### config.mk
export PLATFORM = sky130hd
export DESIGN_NAME = id_ex_stage
export DESIGN_NICKNAME = d
export VERILOG_FILES = /design/src/rtl/rv_core_pkg.sv /design/src/rtl/id_ex_stage_fwd_mux.sv /design/src/rtl/id_ex_stage.sv
export SDC_FILE = /design/constraint.sdc
export NUM_CORES = 1
export LEC_CHECK = 0
export ABC_CLOCK_PERIOD_IN_PS = 10050
export CORE_MARGIN = 2
export CORE_UTILIZATION = 50
export CTS_CLUSTER_DIAMETER = 120
export DETAILED_ROUTE_END_ITERATION = 12
export PLACE_DENSITY = 0.94
export SYNTH_ARGS = -nofsm -noshare
export SYNTH_HDL_FRONTEND = slang
export SYNTH_HIERARCHICAL = 1
export SYNTH_SLANG_ARGS = --single-unit
export TNS_END_PERCENT = 30
### constraint.sdc
create_clock -name clk -period 10.05 [get_ports clk]
set_input_delay 3.015 -clock clk [delete_from_list [all_inputs] [get_ports clk]]
set_output_delay 3.015 -clock clk [all_outputs]
set_load 0.01 [all_outputs]
### src/rtl/rv_core_pkg.sv
// Shared RV32 core types: ALU opcodes, ID/EX state enum, widths.
// Imported by the ID/EX stage and its forwarding mux.
package rv_core_pkg;

  localparam int XLEN_DEF = 32;
  localparam int RA_W_DEF = 5;

  localparam logic [3:0] ALU_ADD  = 4'b0000;
  localparam logic [3:0] ALU_SLL  = 4'b0001;
  localparam logic [3:0] ALU_SLTU = 4'b0010;
  localparam logic [3:0] ALU_SLT  = 4'b0011;
  localparam logic [3:0] ALU_XOR  = 4'b0100;
  localparam logic [3:0] ALU_SRL  = 4'b0101;
  localparam logic [3:0] ALU_OR   = 4'b0110;
  localparam logic [3:0] ALU_AND  = 4'b0111;
  localparam logic [3:0] ALU_SUB  = 4'b1000;
  localparam logic [3:0] ALU_SRA  = 4'b1101;

  typedef enum logic {
    EMPTY = 1'b0,
    FULL  = 1'b1
  } idex_state_e;

endpackage

### src/rtl/id_ex_stage_fwd_mux.sv
// Operand forwarding mux: EX/MEM beats MEM/WB beats the stored value.
// x0 never forwards, and a source must be writing to be used.
module fwd_mux
  import rv_core_pkg::*;
#(
  parameter int XLEN = XLEN_DEF,
  parameter int RA_W = RA_W_DEF
) (
  input  logic [RA_W-1:0] rs,
  input  logic [XLEN-1:0] rs_data,
  input  logic [RA_W-1:0] exm_rd,
  input  logic            exm_regwrite,
  input  logic [XLEN-1:0] exm_result,
  input  logic [RA_W-1:0] wb_rd,
  input  logic            wb_regwrite,
  input  logic [XLEN-1:0] wb_result,
  output logic [XLEN-1:0] fwd_data
);

  logic exm_hit;
  logic wb_hit;

  // Qualify each producer, then pick the youngest match.
  always_comb begin
    exm_hit = exm_regwrite && (exm_rd != '0)
              && (exm_rd == rs);
    wb_hit  = wb_regwrite && (wb_rd != '0)
              && (wb_rd == rs);
    fwd_data = rs_data;
    if (exm_hit) begin
      fwd_data = exm_result;
    end else if (wb_hit) begin
      fwd_data = wb_result;
    end
  end

endmodule

### src/rtl/id_ex_stage.sv
// ID/EX pipeline register: forwarding, load-use bubble, handshakes.
// Optional IDEX_STALL_CNT_EN adds a saturating stall-cycle counter.
module id_ex_stage
  import rv_core_pkg::*;
#(
  parameter int XLEN = XLEN_DEF,
  parameter int RA_W = RA_W_DEF
) (
  input  logic            clk,
  input  logic            rst,
  input  logic            flush,
  input  logic            id_valid,
  output logic            id_ready,
  input  logic [XLEN-1:0] id_pc,
  input  logic [XLEN-1:0] id_rs1_data,
  input  logic [XLEN-1:0] id_rs2_data,
  input  logic [XLEN-1:0] id_imm,
  input  logic [RA_W-1:0] id_rs1,
  input  logic [RA_W-1:0] id_rs2,
  input  logic [RA_W-1:0] id_rd,
  input  logic [3:0]      id_alusel,
  input  logic            id_asrc,
  input  logic            id_bsrc,
  input  logic            id_regwrite,
  input  logic            id_memread,
  input  logic            id_memwrite,
  input  logic [RA_W-1:0] exm_rd,
  input  logic            exm_regwrite,
  input  logic [XLEN-1:0] exm_result,
  input  logic [RA_W-1:0] wb_rd,
  input  logic            wb_regwrite,
  input  logic [XLEN-1:0] wb_result,
  output logic            ex_valid,
  input  logic            ex_ready,
  output logic [XLEN-1:0] A,
  output logic [XLEN-1:0] B,
  output logic [3:0]      ALUsel,
  output logic [XLEN-1:0] ex_store_data,
  output logic [RA_W-1:0] ex_rd,
  output logic            ex_regwrite,
  output logic            ex_memread,
  output logic            ex_memwrite
`ifdef IDEX_STALL_CNT_EN
  ,
  output logic [31:0]     stall_cnt
`endif
);

  idex_state_e     state_q, state_d;
  logic [XLEN-1:0] pc_q, pc_d;
  logic [XLEN-1:0] rs1_data_q, rs1_data_d;
  logic [XLEN-1:0] rs2_data_q, rs2_data_d;
  logic [XLEN-1:0] imm_q, imm_d;
  logic [RA_W-1:0] rs1_q, rs1_d;
  logic [RA_W-1:0] rs2_q, rs2_d;
  logic [RA_W-1:0] rd_q, rd_d;
  logic [3:0]      alusel_q, alusel_d;
  logic            asrc_q, asrc_d;
  logic            bsrc_q, bsrc_d;
  logic            regwrite_q, regwrite_d;
  logic            memread_q, memread_d;
  logic            memwrite_q, memwrite_d;

  logic            full;
  logic            hazard;
  logic            up_xfer;
  logic            stall;
  logic            rs1_hit;
  logic            rs2_hit;
  logic [XLEN-1:0] rs1_fwd;
  logic [XLEN-1:0] rs2_fwd;

  fwd_mux #(.XLEN(XLEN), .RA_W(RA_W)) u_fwd_rs1 (
    .rs           (rs1_q),
    .rs_data      (rs1_data_q),
    .exm_rd       (exm_rd),
    .exm_regwrite (exm_regwrite),
    .exm_result   (exm_result),
    .wb_rd        (wb_rd),
    .wb_regwrite  (wb_regwrite),
    .wb_result    (wb_result),
    .fwd_data     (rs1_fwd)
  );

  fwd_mux #(.XLEN(XLEN), .RA_W(RA_W)) u_fwd_rs2 (
    .rs           (rs2_q),
    .rs_data      (rs2_data_q),
    .exm_rd       (exm_rd),
    .exm_regwrite (exm_regwrite),
    .exm_result   (exm_result),
    .wb_rd        (wb_rd),
    .wb_regwrite  (wb_regwrite),
    .wb_result    (wb_result),
    .fwd_data     (rs2_fwd)
  );

  // Load-use detection and upstream handshake.
  always_comb begin
    full    = (state_q == FULL);
    rs1_hit = (rd_q == id_rs1) && !id_asrc;
    rs2_hit = (rd_q == id_rs2)
              && (!id_bsrc || id_memwrite);
    hazard  = full && memread_q && (rd_q != '0)
              && id_valid && (rs1_hit || rs2_hit);
    stall   = full && !ex_ready;
    id_ready = !flush && !hazard
               && (!full || ex_ready);
    up_xfer = id_valid && id_ready;
  end

  // Next-state: flush, capture, drain, or hold with refresh.
  always_comb begin
    state_d    = state_q;
    pc_d       = pc_q;
    rs1_data_d = rs1_data_q;
    rs2_data_d = rs2_data_q;
    imm_d      = imm_q;
    rs1_d      = rs1_q;
    rs2_d      = rs2_q;
    rd_d       = rd_q;
    alusel_d   = alusel_q;
    asrc_d     = asrc_q;
    bsrc_d     = bsrc_q;
    regwrite_d = regwrite_q;
    memread_d  = memread_q;
    memwrite_d = memwrite_q;
    if (flush) begin
      state_d = EMPTY;
    end else if (up_xfer) begin
      state_d    = FULL;
      pc_d       = id_pc;
      rs1_data_d = id_rs1_data;
      rs2_data_d = id_rs2_data;
      imm_d      = id_imm;
      rs1_d      = id_rs1;
      rs2_d      = id_rs2;
      rd_d       = id_rd;
      alusel_d   = id_alusel;
      asrc_d     = id_asrc;
      bsrc_d     = id_bsrc;
      regwrite_d = id_regwrite;
      memread_d  = id_memread;
      memwrite_d = id_memwrite;
    end else if (full && ex_ready) begin
      state_d = EMPTY;
    end else if (stall) begin
      rs1_data_d = rs1_fwd;
      rs2_data_d = rs2_fwd;
    end
  end

  // Pipeline register bank.
  always_ff @(posedge clk or posedge rst) begin
    if (rst) begin
      state_q    <= EMPTY;
      pc_q       <= '0;
      rs1_data_q <= '0;
      rs2_data_q <= '0;
      imm_q      <= '0;
      rs1_q      <= '0;
      rs2_q      <= '0;
      rd_q       <= '0;
      alusel_q   <= '0;
      asrc_q     <= 1'b0;
      bsrc_q     <= 1'b0;
      regwrite_q <= 1'b0;
      memread_q  <= 1'b0;
      memwrite_q <= 1'b0;
    end else begin
      state_q    <= state_d;
      pc_q       <= pc_d;
      rs1_data_q <= rs1_data_d;
      rs2_data_q <= rs2_data_d;
      imm_q      <= imm_d;
      rs1_q      <= rs1_d;
      rs2_q      <= rs2_d;
      rd_q       <= rd_d;
      alusel_q   <= alusel_d;
      asrc_q     <= asrc_d;
      bsrc_q     <= bsrc_d;
      regwrite_q <= regwrite_d;
      memread_q  <= memread_d;
      memwrite_q <= memwrite_d;
    end
  end

  // Operand selection toward the ALU.
  always_comb begin
    ex_valid      = full;
    A             = asrc_q ? pc_q : rs1_fwd;
    B             = bsrc_q ? imm_q : rs2_fwd;
    ALUsel        = alusel_q;
    ex_store_data = rs2_fwd;
    ex_rd         = rd_q;
    ex_regwrite   = regwrite_q;
    ex_memread    = memread_q;
    ex_memwrite   = memwrite_q;
  end

`ifdef IDEX_STALL_CNT_EN
  logic [31:0] stall_cnt_q, stall_cnt_d;

  // Saturating count of bubble or back-pressure cycles.
  always_comb begin
    stall_cnt_d = stall_cnt_q;
    if ((hazard || stall) && (stall_cnt_q != '1)) begin
      stall_cnt_d = stall_cnt_q + 32'd1;
    end
  end

  // Counter survives flush; only reset clears it.
  always_ff @(posedge clk or posedge rst) begin
    if (rst) begin
      stall_cnt_q <= '0;
    end else begin
      stall_cnt_q <= stall_cnt_d;
    end
  end

  assign stall_cnt = stall_cnt_q;
`endif

endmodule

==> results of run 1 <==
cell type report:
class	count	area, µm²
Antenna cell	2	5.00
Clock buffer	19	443
Clock inverter	12	200
Fill cell	1484	5830
Inverter	67	256
Multi-Input combinational cell	675	5520
Sequential cell	153	3830
Tap cell	270	338
Timing Repair Buffer	366	3620
layer usage:
metal | vias to the layer above | GRT usage
li1 | 4487 | -
met1 | 5056 | 0.477
met2 | 846 | 0.585
met3 | 157 | 0.0969
met4 | 2 | 0.145
met5 | - | 0
cell families (layout without fill, tap and decap cells):
kind of cell	Yosys count	in the layout
AO/OA/AOI/OAI	268	268
XOR/XNOR	26	26
buffers and inverters	184	464
flip-flops	153	153
multiplexers	152	152
other	0	2
AND/OR/NAND/NOR	229	229
stage by stage:
step                cell area [µm²]  worst slack, ns  std cells  utilization  power (mW)
finish                        14200            0.784       1564        0.709        2.63
global route                  14200            0.666       1564        0.709        2.72
CTS                           14200            0.833       1562        0.709        2.61
detailed placement            13600            0.845       1531        0.677        1.88
global placement              13600            0.970       1531        0.677        1.85
floorplan                     10100             2.48       1012            -        1.39
power by group through the flow:
stage                     clock [mW]  combinational [mW]  sequential (mW)
final                          0.725                1.06            0.842
after global routing           0.755                1.11            0.856
after CTS                      0.726                1.04            0.838
after detailed placement           0                1.04            0.849
after global placement             0                1.01            0.837
after floorplan                    0               0.589            0.803
cell usage in the layout, fill, tap and decap left out, types with 3 or more instances in the layout:
master	netlist	final
sky130_fd_sc_hd__inv_1	67	65
sky130_fd_sc_hd__mux2_2	141	141
sky130_fd_sc_hd__a21oi_4	2	3
sky130_fd_sc_hd__dfrtp_1	153	151
sky130_fd_sc_hd__a221oi_2	50	50
sky130_fd_sc_hd__mux2_1	10	10
sky130_fd_sc_hd__nand4_1	66	66
sky130_fd_sc_hd__nor2_1	69	69
sky130_fd_sc_hd__and2_1	4	4
sky130_fd_sc_hd__clkbuf_16	0	17
sky130_fd_sc_hd__clkdlybuf4s50_1	0	342
sky130_fd_sc_hd__nand2_1	10	7
sky130_fd_sc_hd__nor4_1	66	66
sky130_fd_sc_hd__o22ai_1	64	64
sky130_fd_sc_hd__or3_1	3	3
sky130_fd_sc_hd__clkinvlp_4	0	3
sky130_fd_sc_hd__a221oi_1	14	14
sky130_fd_sc_hd__nand3_2	0	4
sky130_fd_sc_hd__buf_4	2	23
sky130_fd_sc_hd__bufinv_16	0	5
sky130_fd_sc_hd__a31oi_1	64	64
sky130_fd_sc_hd__xnor2_1	25	25
sky130_fd_sc_hd__o31ai_1	64	64
registers in the layout, indices dropped and copies added, names as in the netlist, 4 cells and up:
| register | cells |
|---|---|
| rs1_data_q | 32 |
| rs2_data_q | 32 |
| pc_q | 32 |
| rs1_q | 5 |
| ex_rd | 5 |
| ALUsel | 4 |
| rs2_q | 5 |
| imm_q | 32 |
final timing paths:
path | startpoint | end | slack (ns) | cells past startpoint
hold / removal | imm_q[28] | imm_q[28] | 0.49 | 1
max in group asynchronous | rst | bsrc_q | 5.42 | 3
hold reg to reg | imm_q[28] | imm_q[28] | 0.49 | 1
setup / recovery | wb_rd[0] | B[1] | 0.78 | 8
min in group asynchronous | rst | imm_q[25] | 3.07 | 2
setup reg to reg | ex_rd[4] | rs1_data_q[29] | 7.03 | 6
critical path: cells and delay by family:
| kind | cells | cell delay [ns] |
|---|---|---|
| buffers and inverters | 3 | 1.41 |
| AOI/OAI and AO/OA | 1 | 0.49 |
| and+or+nand+nor | 2 | 0.79 |
| muxes | 1 | 0.25 |
| xor gates and xnor gates | 1 | 0.30 |
==> metrics.txt, run 1 <==
number of remaining DRC errors 0; All-Layer GR Usage 0.366; highest metal layer used by the detailed router met5; number of placement rows 52; area overhead of the layout relative to synthesis 40.5%; via count of the routed design 10548; part of the total power dissipated in sequential elements 0.320; synthesized-area fraction occupied by and/or/nand/nor cells 0.123; number of clock sinks 153; via count of the first global-routing pass 10620; area leader, netlist sky130_fd_sc_hd__dfrtp_1; maximum clock path buffer count 2; CTS Buf Count 17; post-route setup TNS 0 ns; core region area 0.0200 mm²; residual overflow from global routing 0; Setup CP Type in -> out; final setup violation count 0; per-cell via count in the routed design 6.74; maximum number of pins on one net before global-route repair 88; number of library cell types mapped by synthesis 37; critical path arrival 6.25 ns; Clk Tree Root Cell sky130_fd_sc_hd__clkbuf_16; total iterations of the first detailed-routing run 7; routed wire length per instance 25.6 µm; slowest CP cell sky130_fd_sc_hd__and3_1; tightest slew margin relative to the limit 0.197; starting density of the core 0.505; total number of H-tree levels 4; global-route wire length before repair 61600 µm; IO buf count 342; Nets 1513; clock input transition at the sequential cells of the worst setup and hold paths 0.07 ns; cells traversed along the worst timing path clkdlybuf4s50_1 > xnor2_1 > and3_1 > buf_4 > nand4_1 > a31oi_1 > mux2_2 > clkdlybuf4s50_1; Async SR Flop Fraction 1.00; weighted congestion at the end of routability-driven global placement 0.938; post-synthesis xor/xnor area fraction 0.0225; highest fanout seen on the critical path 18; Synth Area per Inst 9.99 µm²; flops & latches, synth 153; leakage dissipation 5.34 nW; final critical delay including setup and external delays 9.27 ns; result of the run finished clean; worst slack on hold paths 0.495 ns; cells resized by post-CTS repair 0; quantity of hold-fixing buffers added after cts 0; part of the power in the clock network 0.276; post-synthesis adder-cell area fraction 0; fraction of synthesized area in multiplexers 0.169; Compound-Gate Fraction of Synth Area 0.224; share of the clock period used by the worst path after layout 0.922; Worst Clk Skew 0.00559 ns; initial antenna violation count 3; postcts setup bufs 0; Total Routed Length 40100 µm; required time of the critical path 7.04 ns; detailed route wirelength on metal2 18500 µm; met3 WL 4700 µm; Critical Path Most Common Cell sky130_fd_sc_hd__clkdlybuf4s50_1; HP Class reg -> reg; die area 0.0214 mm²; Initial DRC Count 1356; area of the mapped netlist 0.0101 mm²; largest family of logic cells by synthesized area compound AO/OA/AOI/OAI gates; crit path capture type primary output; post-detailed-placement half-perimeter wirelength 27000 µm; Synth warnings 6; die width 146 µm; Final Max Slew Viols 0; cell area power density 185 mW/mm²; cell types with the largest area share after synthesis sky130_fd_sc_hd__dfrtp_1 (38%), sky130_fd_sc_hd__mux2_2 (16%), sky130_fd_sc_hd__a221oi_2 (7.4%), sky130_fd_sc_hd__o31ai_1 (4.8%), sky130_fd_sc_hd__nand4_1 (4.1%); number of flops mapped to enable cells by yosys 0; post-synth net total 1245; Startpoint Class input port; highest clock frequency the design can meet 0.108 GHz; sw power 0.907 mW; Cells after Synth 1012; Post-synth top flop sky130_fd_sc_hd__dfrtp_1; Pint 1.72 mW; Sw Share 0.345; Met1 Wirelength 15100 µm; Detail Route Antenna Nets 0; share of total power in combinational logic 0.403; max-capacitance violation count 0; count leader, synth sky130_fd_sc_hd__dfrtp_1; slew of the pin with the lowest slew margin 1.20 ns; number of top-level pins 343; vertical die dimension 146 µm; fraction of the yosys area taken by sequential cells 0.379; fraction of synthesized cell area taken by the top area cell type 0.379; unrepaired setup endpoints after global routing false; worst vdd ir 0.120 mV; leading cell types by count after synthesis sky130_fd_sc_hd__dfrtp_1 (153), sky130_fd_sc_hd__mux2_2 (141), sky130_fd_sc_hd__clkbuf_1 (74), sky130_fd_sc_hd__nor2_1 (69), sky130_fd_sc_hd__inv_1 (67); maximum cell stage delay along the critical path 0.66 ns; final hold vios 0; ratio of cells with drive above 1 in the final layout 0.205; CTS tree done; source-to-sink clock delay at the later pin of the worst-skew pair 0.43 ns
(Power assumes the default switching activity.)
==> inputs of run 2 (changes only) <==
--- a/config.mk
+++ b/config.mk
@@ -5,7 +5,7 @@
 export SDC_FILE = /design/constraint.sdc
 export NUM_CORES = 1
 export LEC_CHECK = 0
-export ABC_CLOCK_PERIOD_IN_PS = 10050
+export ABC_CLOCK_PERIOD_IN_PS = 11400
 export CORE_MARGIN = 2
 export CORE_UTILIZATION = 50
 export CTS_CLUSTER_DIAMETER = 120
==> constraint.sdc (replaced) <==
create_clock -name clk -period 11.4 [get_ports clk]
set_input_delay 3.42 -clock clk [delete_from_list [all_inputs] [get_ports clk]]
set_output_delay 3.42 -clock clk [all_outputs]
set_load 0.01 [all_outputs]
==> run 2 against run 1 <==
Net effect:
- critical path depth unchanged
- setup slack improved by 0.083 ns
- core utilization decreased by 0.42 points
- critical endpoint is now B[28]
- design area decreased by 0.59%
- sequential share of layout area increased by 0.16 points
- largest cell class unchanged
==> metrics.txt, run 2 (synthesis gave the netlist of run 1 again) <==
number of placement rows 52 (unchanged); leakage dissipation 5.29 nW (was 5.34 nW); highest fanout seen on the critical path 33 (was 18); number of top-level pins 343 (unchanged); cell type group with the largest total delay on the critical path buffers and inverters (unchanged); number of remaining DRC errors 0 (unchanged); total non-filler cell area in the finished layout 0.0141 mm² (was 0.0142 mm²); Setup CP Type in -> out (unchanged); Placed Instances 1528 (was 1531); required time of the critical path 7.98 ns (was 7.04 ns); Tot Pwr 2.26 mW (was 2.63 mW); weighted congestion at the end of routability-driven global placement 0.976 (was 0.938); initial antenna violation count 3 (unchanged); total iterations of the first detailed-routing run 7 (unchanged); worst vdd ir 0.108 mV (was 0.120 mV); worst-case setup margin in the final layout 0.867 ns (was 0.784 ns); Nets 1510 (was 1513); clock input transition at the sequential cells of the worst setup and hold paths 0.06 ns (was 0.07 ns); via count of the routed design 10651 (was 10548); ratio of cells with drive above 1 in the final layout 0.203 (was 0.205); maximum clock path buffer count 2 (unchanged); placed cell areas 0.0135 mm² (was 0.0136 mm²); cell area power density 160 mW/mm² (was 185 mW/mm²); global-route wire length before repair 61100 µm (was 61600 µm); IO buf count 342 (unchanged); All-Layer GR Usage 0.363 (was 0.366); max-capacitance violation count 0 (unchanged); unrepaired setup endpoints after global routing false (unchanged); total number of H-tree levels 4 (unchanged); post-route setup TNS 0 ns (unchanged); post-route non-filler standard cell count 1564 (unchanged); footprint of the multi-input gates 0.00552 mm² (unchanged); Sequential cell area 0.00383 mm² (unchanged); Clk Tree Root Cell sky130_fd_sc_hd__clkbuf_16 (unchanged); result of the run finished clean (unchanged); cells resized by post-CTS repair 0 (unchanged); die width 146 µm (unchanged); Startpoint Class input port (unchanged); maximum cell stage delay along the critical path 1.18 ns (was 0.66 ns); most common cell after layout, fill and taps aside sky130_fd_sc_hd__clkdlybuf4s50_1 (unchanged); commonest non-fill, non-tap cells in the layout sky130_fd_sc_hd__clkdlybuf4s50_1 (342), sky130_fd_sc_hd__dfrtp_1 (151), sky130_fd_sc_hd__mux2_2 (141) (unchanged); area overhead of the layout relative to synthesis 39.6% (was 40.5%); quantity of hold-fixing buffers added after cts 0 (unchanged); cells traversed along the worst timing path clkdlybuf4s50_1 > xnor2_1 > nand3_2 > buf_4 > or3_1 > a31oi_1 > mux2_2 > clkdlybuf4s50_1 (was clkdlybuf4s50_1 > xnor2_1 > and3_1 > buf_4 > nand4_1 > a31oi_1 > mux2_2 > clkdlybuf4s50_1); share of the clock period used by the worst path after layout 0.924; tightest slew margin relative to the limit 0.0252 (was 0.197); number of buffer and inverter instances along the worst setup path 3 (unchanged); number of clock sinks 153 (unchanged); postcts setup bufs 0 (unchanged); final hold vios 0 (unchanged); Critical Path Most Common Cell sky130_fd_sc_hd__clkdlybuf4s50_1 (unchanged); Initial DRC Count 1350 (was 1356); Worst Clk Skew 0.00930 ns (was 0.00559 ns); worst slack after detailed placement 1.11 ns (was 0.845 ns); die area 0.0214 mm² (unchanged); final setup violation count 0 (unchanged); per-cell via count in the routed design 6.81 (was 6.74); Detail Route Antenna Nets 0 (unchanged); post-detailed-placement half-perimeter wirelength 26700 µm (was 27000 µm); CTS Buf Count 17 (unchanged); starting density of the core 0.505 (unchanged); routed wire length per instance 25.5 µm (was 25.6 µm); Final Util 0.705 (was 0.709); number of fill cells in the layout 1526 (was 1484); source-to-sink clock delay at the later pin of the worst-skew pair 0.43 ns (about the same); highest clock frequency the design can meet 0.0949 GHz; via count of the first global-routing pass 10812 (was 10620); worst slack on hold paths 0.492 ns (was 0.495 ns); critical path arrival 7.11 ns (was 6.25 ns); CTS tree done (unchanged); final critical delay including setup and external delays 10.53 ns; residual overflow from global routing 0 (unchanged); slew of the pin with the lowest slew margin 1.46 ns (was 1.20 ns); HP Class reg -> reg (unchanged); maximum number of pins on one net before global-route repair 87 (was 88); Total Routed Length 39900 µm (was 40100 µm); core region area 0.0200 mm² (unchanged); crit path capture type primary output (unchanged); Final Max Slew Viols 0 (unchanged); vertical die dimension 146 µm (unchanged); slowest CP cell sky130_fd_sc_hd__or3_1 (was sky130_fd_sc_hd__and3_1)
run 2: cell types whose count changed in the layout (fill, tap and decap cells not counted):
cell / before / now
sky130_fd_sc_hd__clkbuf_1: 1 / 2
sky130_fd_sc_hd__buf_4: 23 / 21
sky130_fd_sc_hd__clkinv_2: 2 / 0
sky130_fd_sc_hd__clkinvlp_4: 3 / 4
sky130_fd_sc_hd__diode_2: 2 / 4
sky130_fd_sc_hd__clkinv_4: 2 / 3
sky130_fd_sc_hd__inv_6: 1 / 4
sky130_fd_sc_hd__bufinv_16: 5 / 2
sky130_fd_sc_hd__buf_12: 1 / 0
run 2: worst register-to-register path, cell delays in order, from the launching register on:
cell and delay [ns]:
sky130_fd_sc_hd__dfrtp_1 0.43, sky130_fd_sc_hd__xnor2_1 0.18, sky130_fd_sc_hd__nand3_2 0.09, sky130_fd_sc_hd__buf_4 0.41, sky130_fd_sc_hd__or3_1 1.18, sky130_fd_sc_hd__a31oi_1 0.42, sky130_fd_sc_hd__o22ai_1 0.31, sky130_fd_sc_hd__a221oi_2 0.06
run 2: report_power, final:
part	internal, mW	total (mW)	switching (mW)
Combinational	0.476	0.932	0.457
Clock	0.332	0.589	0.257
Sequential	0.643	0.740	0.0964
run 2: path summary, 6_finish.rpt:
check / startpoint / endpoint / slack [ns] / cells past startpoint
max: exm_rd[2] / B[28] / 0.87 / 8
min: imm_q[28] / imm_q[28] / 0.49 / 1
max reg2reg: rs2_q[2] / rs2_data_q[28] / 8.16 / 7
min reg2reg: imm_q[28] / imm_q[28] / 0.49 / 1
max in group asynchronous: rst / rs2_data_q[20] / 6.38 / 3
min in group asynchronous: rst / ALUsel[3] / 3.49 / 2
run 2: area by class of cell:
type	instances	share of cell area
Inverter	67	0.0182
Tap cell	270	0.0239
Clock inverter	12	0.0101
Antenna cell	4	0.000709
Sequential cell	153	0.271
Clock buffer	20	0.0316
Timing Repair Buffer	363	0.254
Multi-Input combinational cell	675	0.391
run 2: layer usage:
| metal | up-vias | track usage | routed length [µm] |
|---|---|---|---|
| met1 | 5100 | 0.464 | 14700 |
| met2 | 877 | 0.575 | 18400 |
| met3 | 185 | 0.103 | 5000 |
| li1 | 4489 | - | - |
| met5 | - | 0 | 0 |
| met4 | 0 | 0.165 | 1870 |
